`src/rtl/uart_tx_ctrl.sv`:
```
// uart_tx_ctrl: frame sequencer for the UART transmitter.
// Issues the load strobe to the serializer / parity_calc, then walks
// START -> DATA (LSB first) -> optional PARITY -> STOP, one bit per CLK.
// Build option: define UART_TX_TWO_STOP_EN to append a second stop bit (STOP2).
//
// state  | meaning
// -------+-------------------------------------------------------------
// IDLE   | line high, waiting for Data_Valid
// START  | start bit on the line (mux_sel 01)
// DATA   | data bit bit_cnt on the line, serializer shifting (mux_sel 10)
// PARITY | parity bit on the line (mux_sel 11), only when par_en_q
// STOP   | stop bit (mux_sel 00); final stop state in single-stop builds
// STOP2  | second stop bit (mux_sel 00), UART_TX_TWO_STOP_EN builds only
module uart_tx_ctrl #(
    parameter int DATA_LENGTH = 8
) (
    input  logic                           CLK,
    input  logic                           RST,
    input  logic                           Data_Valid,
    input  logic                           PAR_EN,
    output logic                           load,
    output logic                           ser_en,
    output logic [1:0]                     mux_sel,
    output logic [$clog2(DATA_LENGTH)-1:0] bit_cnt,
    output logic                           busy
);

    localparam int CNT_W = $clog2(DATA_LENGTH);
    localparam logic [CNT_W-1:0] LAST_BIT = CNT_W'(DATA_LENGTH - 1);

    typedef enum logic [2:0] {
        IDLE   = 3'd0,
        START  = 3'd1,
        DATA   = 3'd2,
        PARITY = 3'd3,
`ifdef UART_TX_TWO_STOP_EN
        STOP   = 3'd4,
        STOP2  = 3'd5
`else
        STOP   = 3'd4
`endif
    } state_t;

    // The stop state that can accept a back-to-back request.
`ifdef UART_TX_TWO_STOP_EN
    localparam state_t FINAL_STOP = STOP2;
`else
    localparam state_t FINAL_STOP = STOP;
`endif

    state_t           state_q, state_d;
    logic [CNT_W-1:0] bit_cnt_q, bit_cnt_d;
    logic             par_en_q, par_en_d;
    logic             accept_ok;
    logic             take;

    // Requests are honoured only when idle or on the last stop bit.
    always_comb begin
        accept_ok = (state_q == IDLE) || (state_q == FINAL_STOP);
        take      = Data_Valid & accept_ok;
        // Gated by RST so a request during reset never reaches the datapath.
        load      = take & RST;
    end

    // Next-state, bit counter and parity-enable capture.
    always_comb begin
        state_d   = state_q;
        bit_cnt_d = bit_cnt_q;
        par_en_d  = par_en_q;

        if (take) begin
            par_en_d = PAR_EN;
        end

        case (state_q)
            IDLE: begin
                if (take) begin
                    state_d = START;
                end
            end
            START: begin
                bit_cnt_d = '0;
                state_d   = DATA;
            end
            DATA: begin
                if (bit_cnt_q == LAST_BIT) begin
                    bit_cnt_d = '0;
                    state_d   = par_en_q ? PARITY : STOP;
                end else begin
                    bit_cnt_d = bit_cnt_q + CNT_W'(1);
                end
            end
            PARITY: begin
                state_d = STOP;
            end
`ifdef UART_TX_TWO_STOP_EN
            STOP: begin
                state_d = STOP2;
            end
            STOP2: begin
                state_d = take ? START : IDLE;
            end
`else
            STOP: begin
                state_d = take ? START : IDLE;
            end
`endif
            default: begin
                bit_cnt_d = '0;
                state_d   = IDLE;
            end
        endcase
    end

    // State registers; async reset forces the line high immediately.
    always_ff @(posedge CLK or negedge RST) begin
        if (!RST) begin
            state_q   <= IDLE;
            bit_cnt_q <= '0;
            par_en_q  <= 1'b0;
        end else begin
            state_q   <= state_d;
            bit_cnt_q <= bit_cnt_d;
            par_en_q  <= par_en_d;
        end
    end

    // Moore output decode from the current state.
    always_comb begin
        mux_sel = 2'b00;
        ser_en  = 1'b0;
        busy    = (state_q != IDLE);
        bit_cnt = bit_cnt_q;
        case (state_q)
            START:   mux_sel = 2'b01;
            DATA: begin
                mux_sel = 2'b10;
                ser_en  = 1'b1;
            end
            PARITY:  mux_sel = 2'b11;
            default: mux_sel = 2'b00;
        endcase
    end

endmodule
```
`config.mk`:
```
export PLATFORM = sky130hd
export DESIGN_NAME = uart_tx_ctrl
export DESIGN_NICKNAME = d
export VERILOG_FILES = /design/src/rtl/uart_tx_ctrl.sv
export SDC_FILE = /design/constraint.sdc
export NUM_CORES = 1
export LEC_CHECK = 0
export CAP_MARGIN = 10
export CORE_AREA = 5 5 42 44
export CTS_CLUSTER_DIAMETER = 50
export DETAILED_ROUTE_END_ITERATION = 6
export DIE_AREA = 0 0 47 49
export GPL_TIMING_DRIVEN = 0
export MAX_ROUTING_LAYER = met4
export PLACE_DENSITY_LB_ADDON = 0.05
export SYNTH_ARGS = -nofsm -noshare
export SYNTH_HDL_FRONTEND = slang
export SYNTH_SLANG_ARGS = --single-unit
```
`constraint.sdc`:
```
create_clock -name CLK -period 1.96 [get_ports CLK]
set_clock_uncertainty 0.2 [all_clocks]
set_input_delay 0.49 -clock CLK [delete_from_list [all_inputs] [get_ports CLK]]
set_output_delay 0.49 -clock CLK [all_outputs]
set_load 0.01 [all_outputs]
```
After elaboration in Yosys (flattened, before gate mapping). Index checks and enable logic that the tools add are counted.

Word-level logic and storage cells: 27. Memories: 0. Bits in writable memories: 0. Latch bits: 0. Register bits: 7. ROM bits: 0.

Eq/ne operators: 7. Div/mod/pow operators: 0. Bitwise gates (word level): 2. Multiplexer cells: 9. $lt $le $gt $ge: 0. Reduce and logical (&&, ||, !) cells: 5. Add/subtract/negate cells: 1. Multiply operators: 0. Shifts and indexed selects: 0.

Operators by type and width (count): one-hot mux 3 bit (5 select lines) (1); two-way mux 3 bit (4); == test 3 x 2 -> 1 bit, second input constant (2); == test 3 bit, second input constant (2); one-hot mux 2 bit (3 select lines) (1); one-hot mux 3 bit (2 select lines) (1); inequality test 2 bit, second input constant (2); adder 3 x 1 -> 3 bit, second input constant (1); == test 3 x 1 -> 1 bit, second input constant (1); zero test 3 bit (1); nonzero test 3 bit (1); OR reduction 3 bit (1); AND 1 bit (2); two-way mux 1 bit (2); AND reduction 2 bit (1); logical OR 1 bit (1).

Longest topological paths before layout.
Depth in word-level cells: 5. Mapped depth: 5. Depth with buffers taken out: 5.

Least setup slack after synthesis. No wires, ideal clock.

Path kind: reg-to-output. Start point: reg state_q[0]. End point: out busy. Path buffers: 1. Setup slack: 0.395 ns. Cell stages (with the launch flop): 3. Arrival: 0.875 ns. Cell sequence: dfrtp_1 buf_6 or3_1.

Word-level cells in the longest chain between the ends: 1.

RTL lines: start, declared (line 51) `state_t state_q, state_d;`; start signal, assigned (line 122) `state_q <= state_d;`; nonzero test 3 bit (line 132) `busy = (state_q != IDLE);`; end, declared (line 25) `output logic busy`.

No other way between the ends.

Worst setup path in the final report.
Start point: reg bit_cnt_q[0] (netlist: bit_cnt[0]). End point: out bit_cnt[0].

RTL lines: start, declared (line 52) `logic [CNT_W-1:0] bit_cnt_q, bit_cnt_d;`; start signal, assigned (line 123) `bit_cnt_q <= bit_cnt_d;`; end, declared (line 24) `output logic [$clog2(DATA_LENGTH)-1:0] bit_cnt,`.

No word-level cell between the ends.

==> results.toml <==
[worst_setup_path]
critPathArrivalTime_ns = 1.24
timing.critical_path.slowest_stage_cell = "sky130_fd_sc_hd__clkdlybuf4s50_1"
critical_path.top_delay_family = "buffers and inverters"
reg_to_reg_startpoint = "bit_cnt[0]"
crit_path_cell_trace = "clkdlybuf4s50_1"
crit_required_ns = 1.27
endpoint_kind = "output port"
start_kind = "register"
timing.reg2reg.setup_slack_ns = 0.48
worst_path_largest_cell_delay_ns = 0.56
critPathMaxFanout = 5
critPathBufInv = 1
critical_path_class = "reg -> out"
cp-startpoint = "bit_cnt[0]"

[placement]
place_congestion = 0.759
io_buffers = 11
numPlacedInstances = 63
hpwl_microns = 620

[flow_run]
timing.max_cap.violations = 0

[timing]
tightestPinTransition_ns = 0.314
finalCriticalPeriod_ns = 1.93
slew_viol_final = 0
grt_setup_unrepaired = "yes"
timing.max_slew.rel_slack_pct = 79.0
final.period_utilization_pct = 98.5
timing.final.setup_violations = 0
max_clock_freq_mhz = 518
final_setup_tns_ns = 0
final_hold_violation_count = 0

[pwr]
swShare_pct = 38.8
power.net_switching_mw = 0.341
ratio_of_total_power_to_cell_area_mw_per_mm2 = 1560
power_report.internal_total_mw = 0.537
power.share.combinational_pct = 53.8
power.share.clock_pct = 15.6
worst_ir_drop_vdd_mv = 0.607
seqPwrFrac_pct = 30.6
leakagePower_nw = 0.283

[layout]
post_layout_nonfiller_instances = 73
diodes = 0
layout-drive-gt1-share_pct = 31.6
utilization_pct = 40.1
area_delta_synth_final_pct = 49.2
num-nets-final = 64

[clocking]
tritoncts = "built"
clk_pin_slew_worst_paths_ns = 0.06
cts_buffers = 3
clk-insertion-delay-late_ns = 0.26
clock_sink_count = 7
cts_root_buffer = "sky130_fd_sc_hd__clkbuf_4"
htreeDepth = 1
max-clock-path-buffers = 2

[synth]
yosys-top-cells-area = "sky130_fd_sc_hd__dfrtp_1 47%, sky130_fd_sc_hd__ha_1 6.6%, sky130_fd_sc_hd__mux2i_1 5.3%, sky130_fd_sc_hd__nand2b_4 3.7%, sky130_fd_sc_hd__buf_6 3.0%"
syn-num-nets = 42
synth_largest_area_cell = "sky130_fd_sc_hd__dfrtp_1"
mappedNetlistArea_sq_um = 377
synth.distinct_cells = 21
netlist_instances = 36
async_set_reset_flop_share_out_of_synthesis_pct = 100
synth_top_flop_cell = "sky130_fd_sc_hd__dfrtp_1"
synth-edff-count = 0
synth.top_cell.area_share_pct = 46.5
synth_most_common_cell = "sky130_fd_sc_hd__dfrtp_1"
postSynthAreaPerCell_sq_um = 10.5
synth_sequential_area_ratio_pct = 46.5
yosys-top-cells-count = "7 x sky130_fd_sc_hd__dfrtp_1, 3 x sky130_fd_sc_hd__nand2_1, 3 x sky130_fd_sc_hd__nor2_1"
synth.ff_latch_count = 7
synthesis.yosys.warnings = 0

[global_routing]
largest_net_degree_at_the_start_of_global_routing = 11
antenna_found_initial = 0
first_pass_grt_wire_length_microns = 1420
grt.overflow.total = 0
grtUsageTotal_pct = 8.75
number_of_global_route_vias_before_repair = 353

[worst_hold_path]
hold_path_startpoint = "bit_cnt[1]"
timing.hold.worst.class = "reg -> reg"

[die]
io-pin-count = 12
floorplan.rows = 14
floorplan.core_area_sq_mm = 0.00140
initial_core_utilization_pct = 26.9
fp.dieArea_sq_mm = 0.00230
die_h_microns = 49
fp.dieW_microns = 47

[drt]
routed_via_density = 4.81
detailedRoute.firstPassIterationCount = 4
initialDrtViolationCount = 3
route.detailed.drc = 0
route.detailed.wl_per_inst_microns = 12.4
dr_total_vias = 351
route.antenna.remaining_nets = 0
finalWirelength_microns = 904

[run_status]
outcome = "finished clean"
-- area by class of cell --
cell class                      count  area, sq um
Fill cell                         153          840
Multi-Input combinational cell     25          178
Sequential cell                     7          176
Timing Repair Buffer               17          136
Clock buffer                        3         22.5
Tap cell                           16         20.0
Inverter                            3         12.5
Buffer                              1         11.3
Clock inverter                      1         5.00
-- final timing paths --
| path | endpoint | depth (start not counted) |
|---|---|---|
| max reg2reg | bit_cnt[0] | 5 |
| min in group asynchronous | bit_cnt[0] | 2 |
| min reg2reg | bit_cnt[1] | 2 |
| max | bit_cnt[0] | 1 |
| max in group asynchronous | state_q[1] | 2 |
| min | bit_cnt[1] | 2 |
-- per-layer routing --
| layer | global-route usage (%) | routed length, microns | up-vias |
|---|---|---|---|
| met5 | - | 0 | - |
| met4 | 5.53 | 22 | 0 |
| met3 | 3.32 | 78 | 3 |
| met2 | 13.8 | 475 | 14 |
| met1 | 8.60 | 329 | 166 |
| li1 | - | - | 168 |
-- worst min-delay path: stages (launching register included) --
cell                      delay, ns
sky130_fd_sc_hd__dfrtp_1       0.39
sky130_fd_sc_hd__nand2_1       0.07
sky130_fd_sc_hd__o21ai_0       0.06
-- cell usage in the layout, fill, tap and decap left out, types with 2 or more instances in the layout --
cell type / synthesis / final
sky130_fd_sc_hd__a21oi_1: 2 / 2
sky130_fd_sc_hd__buf_2: 0 / 3
sky130_fd_sc_hd__buf_4: 0 / 4
sky130_fd_sc_hd__clkbuf_4: 0 / 3
sky130_fd_sc_hd__clkdlybuf4s50_1: 0 / 4
sky130_fd_sc_hd__clkinv_2: 1 / 2
sky130_fd_sc_hd__dfrtp_1: 7 / 6
sky130_fd_sc_hd__dlygate4sd2_1: 0 / 3
sky130_fd_sc_hd__ha_1: 2 / 2
sky130_fd_sc_hd__inv_1: 2 / 2
sky130_fd_sc_hd__mux2i_1: 2 / 2
sky130_fd_sc_hd__nand2_1: 3 / 3
sky130_fd_sc_hd__nor2_1: 3 / 3
sky130_fd_sc_hd__o21ai_0: 2 / 2
-- stage by stage --
stage | cell area (sq um) | hold slack [ns] | total power, mW | worst slack, ns
finish | 562 | 0.361 | 0.878 | 0.0303
global route | 562 | 0.410 | 0.948 | -0.0250
CTS | 518 | 0.0273 | 0.818 | 0.0212
detailed placement | 507 | 0.344 | 0.712 | -0.655
global placement | 507 | 0.321 | 0.696 | -0.661
floorplan | 377 | -0.00559 | 0.512 | 0.395
-- logic make-up (layout without fill, tap and decap cells) --
family / count (synthesis) / after routing / synth area share (%)
AOI/OAI and AO/OA: 9 / 9 / 15.6
buffers and inverters: 4 / 25 / 6.31
DFF: 7 / 7 / 46.5
muxes: 2 / 2 / 5.32
adders and majority gates: 2 / 2 / 6.64
and+or+nand+nor: 12 / 12 / 19.6
-- timing repair --
| item | 4_1_cts | 5_1_grt |
|---|---|---|
| resized for setup | 13 | 4 |
| hold endpoints to repair | 0 | 7 |
| setup endpoints to repair | 5 | 3 |
| hold buffers | 0 | 1 |
| gates cloned | 0 | 1 |
| pin swaps | 1 | 2 |
| setup buffers | 0 | 4 |
-- sequential cells by signal, indices dropped and copies added (netlist names) --
register  flops
bit_cnt       3
state_q       3
par_en_q      1
-- power groups by stage --
| stage | combinational [mW] | clock (mW) | sequential, mW |
|---|---|---|---|
| after floorplan | 0.243 | 0 | 0.269 |
| after global placement | 0.434 | 0 | 0.262 |
| after detailed placement | 0.446 | 0 | 0.267 |
| after CTS | 0.413 | 0.140 | 0.265 |
| after global routing | 0.522 | 0.149 | 0.277 |
| final | 0.472 | 0.137 | 0.269 |
No activity file was read; power rests on OpenSTA's default activity.
